--- config.mk ---
export PLATFORM = sky130hd
export DESIGN_NAME = modn_cascade_counter
export DESIGN_NICKNAME = d
export VERILOG_FILES = /design/src/rtl/modn_cascade_counter.sv
export SDC_FILE = /design/constraint.sdc
export NUM_CORES = 1
export LEC_CHECK = 0
export ABC_AREA = 1
export CORE_ASPECT_RATIO = 0.75
export CORE_MARGIN = 5
export CORE_UTILIZATION = 49
export DETAILED_ROUTE_END_ITERATION = 7
export PLACE_DENSITY_LB_ADDON = 0.3
export SLEW_MARGIN = 10
export SYNTH_ARGS = -nofsm -noshare
export SYNTH_HDL_FRONTEND = slang
export SYNTH_SLANG_ARGS = --single-unit
--- constraint.sdc ---
create_clock -name clk -period 2.6 [get_ports clk]
set_input_delay 0.65 -clock clk [delete_from_list [all_inputs] [get_ports clk]]
set_output_delay 0.65 -clock clk [all_outputs]
set_load 0.1 [all_outputs]
--- src/rtl/modn_cascade_counter.sv ---
// modn_cascade_counter: DIGITS cascaded modulo-MODULUS digits that count up
// or down, with enable, parallel load, and carry computed across all digits
// in the same cycle.
//
// Optional feature: define MODN_COUNTER_SAT_EN to make the counter saturate
// at all-max or all-zero instead of wrapping.
//
// Parameters:
//   MODULUS  count range per digit, 0..MODULUS-1 (2..256)
//   DIGITS   number of cascaded digits (1..8)
//   DW       bits per digit, derived as $clog2(MODULUS)
//
// Ports:
//   clk       clock; all state changes on posedge
//   clear     synchronous active-high reset
//   en        count enable
//   up        direction: 1 = increment, 0 = decrement
//   load      synchronous parallel load; has priority over en
//   load_val  load value; digit k is [k*DW +: DW]
//   count     current value, same packing as load_val
//   tc        combinational terminal count; chains into a downstream en
//   wrap      registered one-cycle pulse after a whole-counter wrap
//             (a blocked step when saturating)
//   load_err  registered one-cycle pulse after a load with a bad digit
module modn_cascade_counter #(
  parameter int MODULUS = 10,
  parameter int DIGITS = 2,
  localparam int DW = $clog2(MODULUS)
) (
  input  logic                 clk,
  input  logic                 clear,
  input  logic                 en,
  input  logic                 up,
  input  logic                 load,
  input  logic [DIGITS*DW-1:0] load_val,
  output logic [DIGITS*DW-1:0] count,
  output logic                 tc,
  output logic                 wrap,
  output logic                 load_err
);

  // One extra bit so MODULUS still fits when it is exactly 2^DW.
  localparam logic [DW:0] MOD_W = (DW+1)'(MODULUS);
  localparam logic [DW-1:0] MAX_D = DW'(MODULUS - 1);
  localparam logic [DW:0] ONE_W = (DW+1)'(1);

  logic [DIGITS*DW-1:0] stepped;
  logic [DIGITS*DW-1:0] loaded;
  logic [DIGITS*DW-1:0] nxt;
  logic                 run;
  logic                 all_end;
  logic                 bad;
  logic                 wrap_d;
  logic                 err_d;
  logic [DW-1:0]        d;
  logic [DW:0]          inc;
  logic [DW-1:0]        f;

  // run is high at digit k when every lower digit sits at its end value
  // for the current direction, so digit k receives the step.
  // After the loop it reports whether the whole counter is at its end.
  always_comb begin
    stepped = count;
    run = 1'b1;
    d = '0;
    inc = '0;
    for (int k = 0; k < DIGITS; k++) begin
      d = count[k*DW +: DW];
      inc = {1'b0, d} + ONE_W;
      if (run) begin
        if (up)
          stepped[k*DW +: DW] = (inc == MOD_W) ? '0 : inc[DW-1:0];
        else
          stepped[k*DW +: DW] = (d == '0) ? MAX_D : d - DW'(1);
      end
      run = run & (up ? (d == MAX_D) : (d == '0));
    end
    all_end = run;
  end

  // Illegal load digits become 0; the other digits still load.
  always_comb begin
    loaded = '0;
    bad = 1'b0;
    f = '0;
    for (int k = 0; k < DIGITS; k++) begin
      f = load_val[k*DW +: DW];
      if ({1'b0, f} >= MOD_W)
        bad = 1'b1;
      else
        loaded[k*DW +: DW] = f;
    end
  end

  always_comb begin
    nxt = count;
    wrap_d = 1'b0;
    err_d = 1'b0;
    if (load) begin
      nxt = loaded;
      err_d = bad;
    end else if (en) begin
      wrap_d = all_end;
`ifdef MODN_COUNTER_SAT_EN
      if (!all_end)
        nxt = stepped;
`else
      nxt = stepped;
`endif
    end
  end

  always_ff @(posedge clk) begin
    if (clear) begin
      count <= '0;
      wrap <= 1'b0;
      load_err <= 1'b0;
    end else begin
      count <= nxt;
      wrap <= wrap_d;
      load_err <= err_d;
    end
  end

  assign tc = en & ~load & ~clear & all_end;

endmodule
Word level (Yosys, flattened, before mapping)
Index checks and enable logic that the tools add are counted.
{ "word_totals": {"ff_bits": 10, "inputBits": 13, "out_inout_bits": 11, "elab_cells": 43} }
{ "op_classes": {"add_sub_neg": 4, "order_cmp": 2, "eq_ne": 4, "mux": 15, "n_bitwise": 7, "reduce_logical": 7} }
{ "op_table": {"columns": ["cell", "count"], "rows": [
  ["4-bit 2-to-1 mux", 9],
  ["8-bit 2-to-1 mux", 2],
  ["4-bit by 1-bit adder with 5-bit output (second input constant)", 2],
  ["5-bit by 4-bit equality test with 1-bit output (second input constant)", 2],
  ["4-bit equality test (second input constant)", 2],
  ["4-bit greater-or-equal comparator (second input constant)", 2],
  ["4-bit logical NOT", 2],
  ["4-bit by 1-bit subtractor with 4-bit output (second input constant)", 2],
  ["1-bit AND", 4],
  ["1-bit 2-to-1 mux", 4],
  ["2-bit nonzero test", 2],
  ["1-bit NOT", 3],
  ["3-bit OR reduction", 1],
  ["2-bit AND reduction", 1],
  ["2-bit OR reduction", 1]
]} }

Logic depth before layout (Yosys ltp)
{ "depth": {"ltp_word": 7, "ltp_mapped": 10, "depth_no_buf": 10} }

Worst setup path before layout
OpenSTA, ideal clock, no wires.
{ "synth_path": {"path_type": "register to output", "startpoint": "register count[0]", "endpoint": "output port tc", "arrival_time_ps": 4484, "required_time_ps": 1950, "path_slack_ps": -2534, "path_stages_with_launch": 8, "path_cell_list": "dfxtp_1 -> ha_1 -> nand2_1 -> inv_1 -> nand2_2 -> nand2_2 -> nand2_4 -> nor4_1"} }
{ "synth_via": {"elab_chain_len": 4, "elab_cells_between_ends": 5, "classes_between": "eq/ne (1); mux (1); bitwise (2); reduce/logical (1)"} }
{ "synth_rtl": {"columns": ["item", "line", "text"], "rows": [
  ["from (decl)", "36", "output logic [DIGITS*DW-1:0] count,"],
  ["from (signal assigned)", "119", "count <= nxt;"],
  ["4-bit equality test or 4-bit logical NOT (tied branches)", "76", "run = run & (up ? (d == MAX_D) : (d == '0));"],
  ["1-bit 2-to-1 mux *", "76", null],
  ["1-bit AND *", "76", null],
  ["1-bit AND *", "125", "assign tc = en & ~load & ~clear & all_end;"],
  ["to (decl)", "37", "output logic tc,"]
]} }
Mark *: on every way between the ends. The rest lies on a longest branch, timed or not.

Worst setup path after layout
{ "layout_path": {"startpoint": "input port up", "endpoint": "output port tc"} }
{ "layout_via": {"elab_chain_len": 3, "elab_cells_between_ends": 4, "classes_between": "mux (2); bitwise (2)"} }
{ "layout_rtl": {"columns": ["item", "line", "text"], "rows": [
  ["from (decl)", "33", "input logic up,"],
  ["1-bit 2-to-1 mux", "76", null],
  ["1-bit AND *", "76", null],
  ["1-bit AND *", "125", null]
]} }
Marked as above.

==> results.cfg <==
[run_status]
outcome = complete, no violations

[floorplanning]
chipHeight_um = 47.70
dieWidth_um = 60.26
rows = 13
io_pins = 24
initial_core_util_pct = 52.36
core_um2 = 1773
dieArea_um2 = 2874

[cts]
cts_made_buffers = 3
cts_tree = yes
h-tree-depth = 1
clk_latency_ns = 0.26
clk_path_buf_depth = 2
clkSlewWorstSetupHoldPaths_ns = 0.07
clockRootBuffer = clkbuf_4
cts.sinks = 10
cts_setup_buffers = 0

[sta]
rsz0062_at_grt = no
worst_clock_skew_ns = 0.001626
fmax_ghz = 0.4071
worst_pin_slew_ns = 0.3569
period_minus_slack_ns = 2.456
finalMaxSlewViolations = 0
max_slew_margin_pct = 76.10
finalCritPeriodShare_pct = 94.48
setup_viol = 0
hold_viol = 0
tns_ns = 0

[pwr]
clkPwrFrac_pct = 22.2
worst_ir_drop_vdd_uv = 417.9
leakagePower_nw = 0.5854
p_comb_share_pct = 46.8
cellPowerDensity_nw_per_um2 = 490.6
power.switching_uw = 286.6
internal_power_uw = 347.6
p_sw_share_pct = 45.19
seqPwrFrac_pct = 30.9
power_uw = 634.1

[logic_synthesis]
syn-num-nets = 172
ys_seq_elements = 10
syn_inst = 152
yosysSeqAreaShare_pct = 21.56
avgSynthCellArea_um2 = 6.108
synth_cell_types = 22
yosysWarnings = 0
synth_ff_type = dfxtp_1
synth.area.top_cells = dfxtp_1, nand2_1, ha_1
synth_top_area_cell = dfxtp_1
synth_area_um2 = 928.4
synth_edf_count = 0
synth.top_cell.area_share_pct = 21.56
async_reset_ff_share_pct = 0

[global_routing]
grt_usage_pct = 20.48
grt_antenna_before_repair = 0
grt_max_degree = 13
grt_pass1_vias = 1014
grt_overflow = 0
grt_pass1_wl_mm = 4.367

[cells_and_area]
drive_gt1_share_pct = 25.41
fin_util_pct = 72.90
final_common_cell = nand2_1
finalNetCount = 202
fillCellCount = 140
area_growth_pct = 39.22
antenna_cells = 0
final_cell_mix = nand2_1, buf_4, nor2_1, nand3_1, a21oi_1

[setup_path]
worst_ep_required_time_ns = 1.95
worst_setup_path_start_kind = input port
worstPathArrival_ns = 1.81
worst_setup_path_end_kind = output port
cp_max_fo = 12
path_class = input port to output port

[drt]
via_per_inst = 5.591
routed-via-count = 1135
ant_nets = 0
drc = 0
wl_per_cell_um = 12.82
first_pass_iters = 4
routed_wl_mm = 2.602
initialDrtViolationCount = 46

[placement]
gp_congestion = 0.8739
io_buffers = 23
dp_hpwl_mm = 2.111

[flow_run]
max-cap-violations = 0

[hold_path]
min_path_type = flop to flop
## state kept, by name, summed over array words and instances (netlist names)
name and count:
count 8, load_err 1, wrap 1
## cell type report
cell class | count | area [um^2] | share of cell area (%)
inverters | 19 | 73.82 | 5.712
repair buffers | 29 | 259.0 | 20.04
well taps | 22 | 27.53 | 2.130
clock buffers | 4 | 36.28 | 2.807
flip-flops and latches | 10 | 222.7 | 17.23
multi-input cells | 119 | 673.1 | 52.08
## layer usage
metal	part of all wire [%]	global-route usage, %	vias to the layer above
met5	0	0	-
met3	8.2	3.774	6
met1	46	26.68	497
met4	2.0	11.06	0
li1	-	-	573
met2	44	32.54	59
## synthesized netlist by cell type, drive strengths merged, types with 2 or more instances
library cell	n
nor2	17
nand2	35
dfxtp	10
nand3	15
o21ai	15
inv	19
buf	3
nor3	3
nand4	4
a21oi	15
a31oi	5
ha	7
nor4	2
## metrics by stage
stage / hold WS, ns / instances / worst slack, ns / cell area (um^2)
floorplan: 0.6313 / 152 / -0.1591 / 998.5
global placement: 0.5164 / 199 / -0.07753 / 1257
detailed placement: 0.5182 / 199 / -0.09313 / 1257
CTS: 0.5289 / 203 / 0.1469 / 1292
global route: 0.5683 / 203 / 0.01285 / 1292
finish: 0.5252 / 203 / 0.1436 / 1292
## worst max-delay path: stages
cell and delay (ns):
dlygate4sd2_1 0.28, buf_4 0.19, nor2_1 0.14, a31oi_1 0.10, nor4_4 0.23, buf_12 0.22
## path summary, 6_finish.rpt
path / startpoint / cells past startpoint / slack [ns] / endpoint
hold / removal: count[3]$_SDFFE_PP0P_ / 2 / 0.53 / count[3]$_SDFFE_PP0P_
setup reg to reg: count[0]$_SDFFE_PP0P_ / 7 / 1.13 / wrap$_SDFF_PP0_
setup / recovery: up / 6 / 0.14 / tc
hold reg to reg: count[3]$_SDFFE_PP0P_ / 2 / 0.53 / count[3]$_SDFFE_PP0P_
## power by group through the flow
stage | Combinational, mW | Clock, mW | Sequential, mW
2_1_floorplan | 0.135 | 0 | 0.279
3_3_place_gp | 0.289 | 0 | 0.198
3_5_place_dp | 0.295 | 0 | 0.199
4_1_cts | 0.296 | 0.142 | 0.196
5_1_grt | 0.322 | 0.151 | 0.201
6_report | 0.297 | 0.141 | 0.196
## cell families after synthesis
logic type,share of synthesized area (%)
AOI/OAI and AO/OA,20.76
buffers and inverters,10.78
adders and majority gates,9.434
DFF,21.56
and+or+nand+nor,37.46
## what timing repair did
| item | CTS | global route |
|---|---|---|
| gates resized for setup | 1 | 0 |
| endpoints found under the setup margin | 1 | 0 |
| hold buffers | 0 | 0 |
(Power assumes the default switching activity.)
